<file path="config.mk">
export PLATFORM = sky130hd
export DESIGN_NAME = avalon_pkt_enforcer_flat
export DESIGN_NICKNAME = d
export VERILOG_FILES = /design/src/rtl/avalon_st_if.sv /design/src/rtl/avalon_pkt_enforcer.sv /design/src/flat_wrapper.sv
export SDC_FILE = /design/constraint.sdc
export NUM_CORES = 1
export LEC_CHECK = 0
export ABC_CLOCK_PERIOD_IN_PS = 29300
export BUFFER_PORTS_ARGS = -buffer_cell sky130_fd_sc_hd__clkbuf_2
export CAP_MARGIN = 20
export CORE_MARGIN = 4
export CORE_UTILIZATION = 38
export DETAILED_ROUTE_END_ITERATION = 12
export PLACE_DENSITY_LB_ADDON = 0.3
export RECOVER_POWER = 100
export SLEW_MARGIN = 40
export SYNTH_ARGS = -nofsm -noshare
export SYNTH_HDL_FRONTEND = slang
export SYNTH_SLANG_ARGS = --single-unit
</file>
<file path="constraint.sdc">
create_clock -name clk -period 29.3 [get_ports clk]
set_input_delay 5.86 -clock clk [delete_from_list [all_inputs] [get_ports clk]]
set_output_delay 5.86 -clock clk [all_outputs]
set_load 0.02 [all_outputs]
</file>
<file path="src/rtl/avalon_st_if.sv">
// Avalon-ST style packet stream bundle.
// Carries one beat per valid/rdy handshake with sop/eop framing.
interface avalon_st_if #(
    parameter int DATA_WIDTH_IN_BYTES = 16
);
    localparam int EW = (DATA_WIDTH_IN_BYTES > 1) ?
                        $clog2(DATA_WIDTH_IN_BYTES) : 1;

    logic                             valid;
    logic                             sop;
    logic                             eop;
    logic [8*DATA_WIDTH_IN_BYTES-1:0] data;
    logic [EW-1:0]                    empty;
    logic                             rdy;

    modport master (
        output valid, sop, eop, data, empty,
        input  rdy
    );

    modport slave (
        input  valid, sop, eop, data, empty,
        output rdy
    );
endinterface

</file>
<file path="src/rtl/avalon_pkt_enforcer.sv">
// Packet framing enforcer: repairs stray/missing sop and overlong packets.
// Hold register gives one-beat lookahead so eop can be forced on it.
module avalon_pkt_enforcer #(
    parameter int DATA_WIDTH_IN_BYTES = 16,
    parameter int MAX_PKT_BEATS       = 64,
    parameter int REPAIR_MODE         = 0,
    parameter int ERR_CNT_WIDTH       = 16
) (
    input  logic                     clk,
    input  logic                     rst,
    avalon_st_if.slave               untrusted_msg,
    avalon_st_if.master              trusted_msg,
    output logic                     packet_didnt_started,
    output logic                     packet_in_packet,
    output logic                     packet_too_long,
    output logic [ERR_CNT_WIDTH-1:0] error_count
);
    localparam int DW = 8 * DATA_WIDTH_IN_BYTES;
    localparam int EW = (DATA_WIDTH_IN_BYTES > 1) ?
                        $clog2(DATA_WIDTH_IN_BYTES) : 1;
    localparam int CW = $clog2(MAX_PKT_BEATS + 1);
    localparam logic [CW-1:0] MAX_CNT = CW'(MAX_PKT_BEATS);
    localparam bit RESTART = (REPAIR_MODE != 0);

    typedef enum logic [1:0] {IDLE, IN_PKT, DROP} state_t;

    state_t        state;
    logic [CW-1:0] beat_cnt;

    logic          hold_valid;
    logic          hold_sop;
    logic          hold_eop;
    logic [DW-1:0] hold_data;
    logic [EW-1:0] hold_empty;

    logic          out_valid;
    logic          out_sop;
    logic          out_eop;
    logic [DW-1:0] out_data;
    logic [EW-1:0] out_empty;

    logic          out_free;
    logic          in_rdy;
    logic          acc;
    logic          drain;
    logic [CW-1:0] cnt_next;
    logic          hit_limit;
    logic          stray;
    logic          no_start;
    logic          restart;

    assign out_free  = !out_valid || trusted_msg.rdy;
    // A held eop must leave before anything new is accepted.
    assign in_rdy    = !rst && out_free && !(hold_valid && hold_eop);
    assign acc       = untrusted_msg.valid && in_rdy;
    assign drain     = out_free && hold_valid && hold_eop;
    assign cnt_next  = beat_cnt + 1'b1;

    assign hit_limit = acc && (state == IN_PKT) &&
                       !untrusted_msg.eop && (cnt_next == MAX_CNT);
    assign stray     = acc && (state == IN_PKT) &&
                       untrusted_msg.sop && !hit_limit;
    assign no_start  = acc && (state == IDLE) && !untrusted_msg.sop;
    assign restart   = stray && RESTART;

    assign untrusted_msg.rdy = in_rdy;
    assign trusted_msg.valid = out_valid;
    assign trusted_msg.sop   = out_sop;
    assign trusted_msg.eop   = out_eop;
    assign trusted_msg.data  = out_data;
    assign trusted_msg.empty = out_empty;

    always_ff @(posedge clk or posedge rst) begin
        if (rst) begin
            state                <= IDLE;
            beat_cnt             <= '0;
            hold_valid           <= 1'b0;
            hold_sop             <= 1'b0;
            hold_eop             <= 1'b0;
            hold_data            <= '0;
            hold_empty           <= '0;
            out_valid            <= 1'b0;
            out_sop              <= 1'b0;
            out_eop              <= 1'b0;
            out_data             <= '0;
            out_empty            <= '0;
            packet_didnt_started <= 1'b0;
            packet_in_packet     <= 1'b0;
            packet_too_long      <= 1'b0;
            error_count          <= '0;
        end else begin
            packet_didnt_started <= no_start;
            packet_in_packet     <= stray;
            packet_too_long      <= hit_limit;
            if ((no_start || stray || hit_limit) && error_count != '1)
                error_count <= error_count + 1'b1;

            if (trusted_msg.rdy)
                out_valid <= 1'b0;

            if (drain) begin
                out_valid  <= 1'b1;
                out_sop    <= hold_sop;
                out_eop    <= hold_eop;
                out_data   <= hold_data;
                out_empty  <= hold_empty;
                hold_valid <= 1'b0;
            end

            if (acc) begin
                unique case (state)
                    IDLE: begin
                        if (untrusted_msg.sop) begin
                            hold_valid <= 1'b1;
                            hold_sop   <= 1'b1;
                            hold_eop   <= untrusted_msg.eop;
                            hold_data  <= untrusted_msg.data;
                            hold_empty <= untrusted_msg.empty;
                            beat_cnt   <= CW'(1);
                            state      <= untrusted_msg.eop ? IDLE : IN_PKT;
                        end
                    end
                    IN_PKT: begin
                        // Restart closes the held beat before it moves out.
                        out_valid  <= 1'b1;
                        out_sop    <= hold_sop;
                        out_eop    <= restart ? 1'b1 : hold_eop;
                        out_data   <= hold_data;
                        out_empty  <= restart ? '0 : hold_empty;
                        hold_valid <= 1'b1;
                        hold_data  <= untrusted_msg.data;
                        if (hit_limit) begin
                            hold_sop   <= 1'b0;
                            hold_eop   <= 1'b1;
                            hold_empty <= '0;
                            beat_cnt   <= cnt_next;
                            state      <= DROP;
                        end else begin
                            hold_sop   <= restart;
                            hold_eop   <= untrusted_msg.eop;
                            hold_empty <= untrusted_msg.empty;
                            beat_cnt   <= restart ? CW'(1) : cnt_next;
                            state      <= untrusted_msg.eop ? IDLE : IN_PKT;
                        end
                    end
                    DROP: begin
                        if (untrusted_msg.eop)
                            state <= IDLE;
                    end
                    default: state <= IDLE;
                endcase
            end
        end
    end
endmodule

</file>
<file path="src/flat_wrapper.sv">
// flat-port wrapper written by rule: the top's interface ports become plain ports
module avalon_pkt_enforcer_flat 
#(
    parameter int DATA_WIDTH_IN_BYTES = 16,
    parameter int MAX_PKT_BEATS       = 64,
    parameter int REPAIR_MODE         = 0,
    parameter int ERR_CNT_WIDTH       = 16
)
  (clk, rst, packet_didnt_started, packet_in_packet, packet_too_long, error_count, untrusted_msg_valid, untrusted_msg_sop, untrusted_msg_eop, untrusted_msg_data, untrusted_msg_empty, untrusted_msg_rdy, trusted_msg_valid, trusted_msg_sop, trusted_msg_eop, trusted_msg_data, trusted_msg_empty, trusted_msg_rdy);
  avalon_st_if #(.DATA_WIDTH_IN_BYTES(DATA_WIDTH_IN_BYTES)) untrusted_msg_i ();
  avalon_st_if #(.DATA_WIDTH_IN_BYTES(DATA_WIDTH_IN_BYTES)) trusted_msg_i ();
  input  logic clk;
  input  logic rst;
  output logic packet_didnt_started;
  output logic packet_in_packet;
  output logic packet_too_long;
  output logic [ERR_CNT_WIDTH-1:0] error_count;
  input wire logic [$bits(untrusted_msg_i.valid)-1:0] untrusted_msg_valid;
  input wire logic [$bits(untrusted_msg_i.sop)-1:0] untrusted_msg_sop;
  input wire logic [$bits(untrusted_msg_i.eop)-1:0] untrusted_msg_eop;
  input wire logic [$bits(untrusted_msg_i.data)-1:0] untrusted_msg_data;
  input wire logic [$bits(untrusted_msg_i.empty)-1:0] untrusted_msg_empty;
  output wire logic [$bits(untrusted_msg_i.rdy)-1:0] untrusted_msg_rdy;
  output wire logic [$bits(trusted_msg_i.valid)-1:0] trusted_msg_valid;
  output wire logic [$bits(trusted_msg_i.sop)-1:0] trusted_msg_sop;
  output wire logic [$bits(trusted_msg_i.eop)-1:0] trusted_msg_eop;
  output wire logic [$bits(trusted_msg_i.data)-1:0] trusted_msg_data;
  output wire logic [$bits(trusted_msg_i.empty)-1:0] trusted_msg_empty;
  input wire logic [$bits(trusted_msg_i.rdy)-1:0] trusted_msg_rdy;
  assign untrusted_msg_i.valid = untrusted_msg_valid;
  assign untrusted_msg_i.sop = untrusted_msg_sop;
  assign untrusted_msg_i.eop = untrusted_msg_eop;
  assign untrusted_msg_i.data = untrusted_msg_data;
  assign untrusted_msg_i.empty = untrusted_msg_empty;
  assign untrusted_msg_rdy = untrusted_msg_i.rdy;
  assign trusted_msg_valid = trusted_msg_i.valid;
  assign trusted_msg_sop = trusted_msg_i.sop;
  assign trusted_msg_eop = trusted_msg_i.eop;
  assign trusted_msg_data = trusted_msg_i.data;
  assign trusted_msg_empty = trusted_msg_i.empty;
  assign trusted_msg_i.rdy = trusted_msg_rdy;
  avalon_pkt_enforcer #(.DATA_WIDTH_IN_BYTES(DATA_WIDTH_IN_BYTES), .MAX_PKT_BEATS(MAX_PKT_BEATS), .REPAIR_MODE(REPAIR_MODE), .ERR_CNT_WIDTH(ERR_CNT_WIDTH)) u_core (.clk(clk), .rst(rst), .untrusted_msg(untrusted_msg_i), .trusted_msg(trusted_msg_i), .packet_didnt_started(packet_didnt_started), .packet_in_packet(packet_in_packet), .packet_too_long(packet_too_long), .error_count(error_count));
endmodule
</file>
# Word level (Yosys, flattened, before mapping)
# Cells that the tools add are included.
[totals]
regBits = 298
inputBits = 138
out_inout_bits = 155
[classes]
addsub = 2
n_eq_ne = 6
n_mux = 37
n_reduce_logical = 27
[ops]
columns = ["operator", "n"]
rows = [
  ["$mux W128", 4],
  ["$pmux W128 S2", 1],
  ["$mux W4", 5],
  ["$mux W1", 17],
  ["$add A16 B1 Y16 const B", 1],
  ["$ne A16 B16 Y1 const B", 1],
  ["$logic_and A1 B1 Y1", 14],
  ["$pmux W7 S2", 1],
  ["$pmux W4 S2", 1],
  ["$add A7 B1 Y7 const B", 1],
  ["$eq A7 B7 Y1 const B", 1],
  ["$mux W7", 1],
  ["$logic_not A1 Y1", 6],
  ["$mux W2", 3],
  ["$pmux W1 S2", 3],
  ["$pmux W2 S3", 1],
  ["$reduce_and A3 Y1", 2],
  ["$ne A2 B2 Y1 const B", 2],
  ["$logic_or A1 B1 Y1", 3],
  ["$eq A2 B1 Y1 const B", 1],
  ["$eq A2 B2 Y1 const B", 1],
  ["$logic_not A2 Y1", 1],
  ["$reduce_bool A2 Y1", 1],
]

# Longest topological paths before layout
[logic_depth]
depth_word = 13
mapped_depth = 9
depth_no_buf = 7

# Least setup slack after synthesis
# No wires, ideal clock.
[synth_timing]
path_type = "input port to output port"
start = "input port rst"
end = "output port untrusted_msg_rdy"
arrival_time_ns = 12.962
path_slack_ns = 10.478
stages = 2
path_cell_list = "inv_1 and3_1"
[synth_via]
elab_chain_len = 3
[synth_lines]
columns = ["element", "line_no", "source"]
rows = [
  ["start: declaration", "flat_wrapper.sv:13", "input logic rst;"],
  ["$logic_not A1 Y1", "avalon_pkt_enforcer.sv:54", "assign in_rdy = !rst && out_free && !(hold_valid && hold_eop);"],
  ["$logic_and A1 B1 Y1 (2 in series)", "avalon_pkt_enforcer.sv:54", ""],
  ["end: declaration", "flat_wrapper.sv:23", "output wire logic [$bits(untrusted_msg_i.rdy)-1:0] untrusted_msg_rdy;"],
]
# Every way passes these cells.

==> results by group <==
Worst setup path
  • Crit path buf inv count: 5
  • Crit Reg-Reg Endpoint: u_core.trusted_msg.data[35]
  • Worst reg2reg path depth: 6
  • Max incr delay on CP: 3630 ps
  • WP data required: 28740 ps
  • Cells along the critical path: clkbuf_1, clkinvlp_2, clkdlybuf4s25_1, clkbuf_1, clkbuf_1
  • Worst Path Max Fanout: 99
  • CP max-delay cell: clkbuf_1
  • Reg-to-reg startpoint: u_core.state[0]
  • Setup Crit Path Kind: in2async
  • CP endpoint kind: asynchronous set/reset pin
  • Critical Path Most Common Cell: clkbuf_1
  • Critical path launch point type: primary input
  • Worst EP arrival: 14970 ps
  • Reg2Reg Setup Slack: 21860 ps
  • Delay-heaviest family, CP: buffers and inverters

Synthesis
  • Commonest register cell after synthesis: dfrtp_1
  • Syn Area/Cell: 11.5 µm²
  • Cell count after synthesis: 992
  • Register area share after synthesis: 65.1%
  • EDFF count, synth: 0
  • Fraction of registers with async set/reset: 100%
  • Top post-synthesis cells by count: nand2_1, dfrtp_1, mux2_2, clkbuf_1, buf_2
  • Post-synth cell types: 44
  • Syn Std Cell Area: 11500 µm²
  • Syn_nets: 1133
  • Most numerous cell in the Yosys netlist: nand2_1
  • Synth top area share: 65.1%
  • Synth area leaders: dfrtp_1, nand2_1, mux2_2
  • Yosys warns: 0
  • Synthesis-stage register bit count: 298
  • Area leader, netlist: dfrtp_1

Floorplanning
  • Die ar.: 33000 µm²
  • Core Area: 29700 µm²
  • Die Y: 182 µm
  • Ports: 293
  • Row count: 63
  • Starting density of the core: 38.5%
  • Width of the chip: 182 µm

Routing
  • DR DRC count: 0
  • Total wire length: 27100 µm
  • DR vias: 8018
  • Mean number of vias per cell: 4.72
  • Initial DRC Count: 482
  • WL/cell: 16.0 µm
  • Detail Route Antenna Nets: 0
  • Drt first pass iters: 4

CTS
  • Clock sinks: 298
  • CTS tree: built
  • Post-CTS setup buffers: 0
  • Clk buf depth: 3
  • Clock latency on the worst-skew pair: 500 ps
  • CTS H-tree depth: 2
  • Hold-fix buffers at CTS: 0
  • Clk pin slew, worst setup/hold paths: 60 ps
  • Clk root buf: clkbuf_16
  • Post-CTS sizing: 0
  • CTS buffer count: 34

Cells and area
  • Fill count: 2868
  • Core Util, Final: 47.7%
  • Nets: 1425
  • Layout Cells excl Fill: 1698
  • Area growth from synthesis to layout: 23.8%
  • Share of cells above drive strength 1: 25.3%

Run status
  • Status: complete, but fails checks
  • Failing checks: max-capacitance violations, max-slew violations

Timing
  • RSZ-0062 raised after global routing: no
  • Fin Setup TNS: 0 ps
  • Rel. slew slack: -248%
  • Final Slew Violations: 621
  • Tightest Pin Transition: 5230 ps
  • Final hold vios: 0
  • Worst Skew: 10.0 ps
  • Setup violators final: 0
  • Final worst-path cycle share: 53.0%
  • Peak Freq: 0.0644 GHz
  • Period minus WS final: 15530 ps

Worst hold path
  • Worst Hold Launch: u_core.hold_empty[0]
  • Worst Hold Class: reg2reg
  • Worst hold endpoint: u_core.hold_empty[0]
  • Hold path cells: 2

Job
  • Max_cap viols: 9

Global route
  • GRT overflow: 0
  • Initial antenna violation count: 0
  • Gr usage total: 16.3%
  • First-pass GRT wire length: 44200 µm
  • Number of global-route vias before repair: 8196
  • Largest net degree at the start of global routing: 108

Power
  • PwrDens: 113 nW/µm²
  • PnR Total Power: 1.60 mW
  • Lkg Pwr: 7.10 nW
  • Peak VDD IR: 0.0000532 V

Place
  • Port bufs: 292
  • Inst Count DP: 1635
  • Routability cong.: 0.792
  • Dpl hpwl: 17600 µm
## per-layer routing
metal,GRT usage (%),share of wire (%)
met1,21.6,42
met2,26.2,48
met3,4.27,6.6
met4,5.43,3.1
met5,0,0
## registers in the layout, summed over array words and instances, names as in the netlist
name,count
u_core.hold_empty,4
u_core.beat_cnt,7
u_core.hold_eop,1
u_core.packet_in_packet,1
u_core.error_count,16
u_core.trusted_msg.valid,1
u_core.hold_valid,1
u_core.packet_too_long,1
u_core.hold_data,128
u_core.state,2
u_core.trusted_msg.empty,4
u_core.trusted_msg.eop,1
u_core.trusted_msg.sop,1
u_core.trusted_msg.data,128
u_core.packet_didnt_started,1
u_core.hold_sop,1
## through the flow
stage | hold slack (ps) | worst slack, ps | instance area (µm²)
after floorplan | 433 | 10480 | 11500
after global placement | 445 | 16430 | 13300
after detailed placement | 456 | 16420 | 13400
after CTS | 469 | 16410 | 14500
after global routing | 484 | 11470 | 14200
final | 463 | 13770 | 14200
## cells by family after synthesis
family | after synthesis | synth area share (%)
AOI/OAI and AO/OA | 24 | 1.56
xor gates and xnor gates | 17 | 1.30
adders and majority gates | 3 | 0.328
buffers and inverters | 50 | 1.94
DFF | 298 | 65.1
muxes | 134 | 13.2
and+or+nand+nor | 466 | 16.6
## where the power goes
| part | leakage (nW) | switching [mW] | internal [mW] |
|---|---|---|---|
| Combinational | 2.83 | 0.297 | 0.205 |
| Clock | 0.533 | 0.164 | 0.254 |
| Sequential | 3.74 | 0.0904 | 0.591 |
| Total | 7.10 | 0.551 | 1.05 |
## worst register-to-register path, cell delays in order (launching register included)
cell and delay [ps]:
dfrtp_1 580, nor4bb_1 280, nand3_1 100, clkbuf_1 350, nand2_1 2180, clkbuf_1 3210
mux2_2 690
## worst max path at each step
stage / start / end / depth (start not counted)
floorplan: rst / untrusted_msg_rdy / 2
global placement: rst / untrusted_msg_rdy / 4
detailed placement: rst / untrusted_msg_rdy / 4
CTS: rst / untrusted_msg_rdy / 4
global route: rst / u_core.hold_data[58] / 5
finish: rst / u_core.trusted_msg.data[51] / 5
## placed cells by master (no fill, tap or decap), types with 4 or more instances in the layout
cell type / n
nand2_1: 405
dfrtp_1: 298
clkbuf_1: 171
clkbuf_2: 136
mux2_2: 134
clkbuf_16: 35
xor2_1: 16
nand3_1: 15
nor2_1: 8
nor4_1: 8
o21ai_0: 7
nand4_1: 5
nor4b_1: 5
clkinv_2: 5
nor3_1: 4
clkinvlp_4: 4
## area by class of cell
type | count | area (µm²) | share of cell area [%]
diodes | 1 | 2.50 | 0.0176
clock buffers | 45 | 943 | 6.65
clock inverters | 14 | 163 | 1.15
inverters | 3 | 12.5 | 0.0882
multi-input cells | 644 | 3790 | 26.7
flip-flops and latches | 298 | 7460 | 52.6
well taps | 390 | 488 | 3.44
repair buffers | 303 | 1330 | 9.40
No activity file was read; power rests on OpenSTA's default activity.
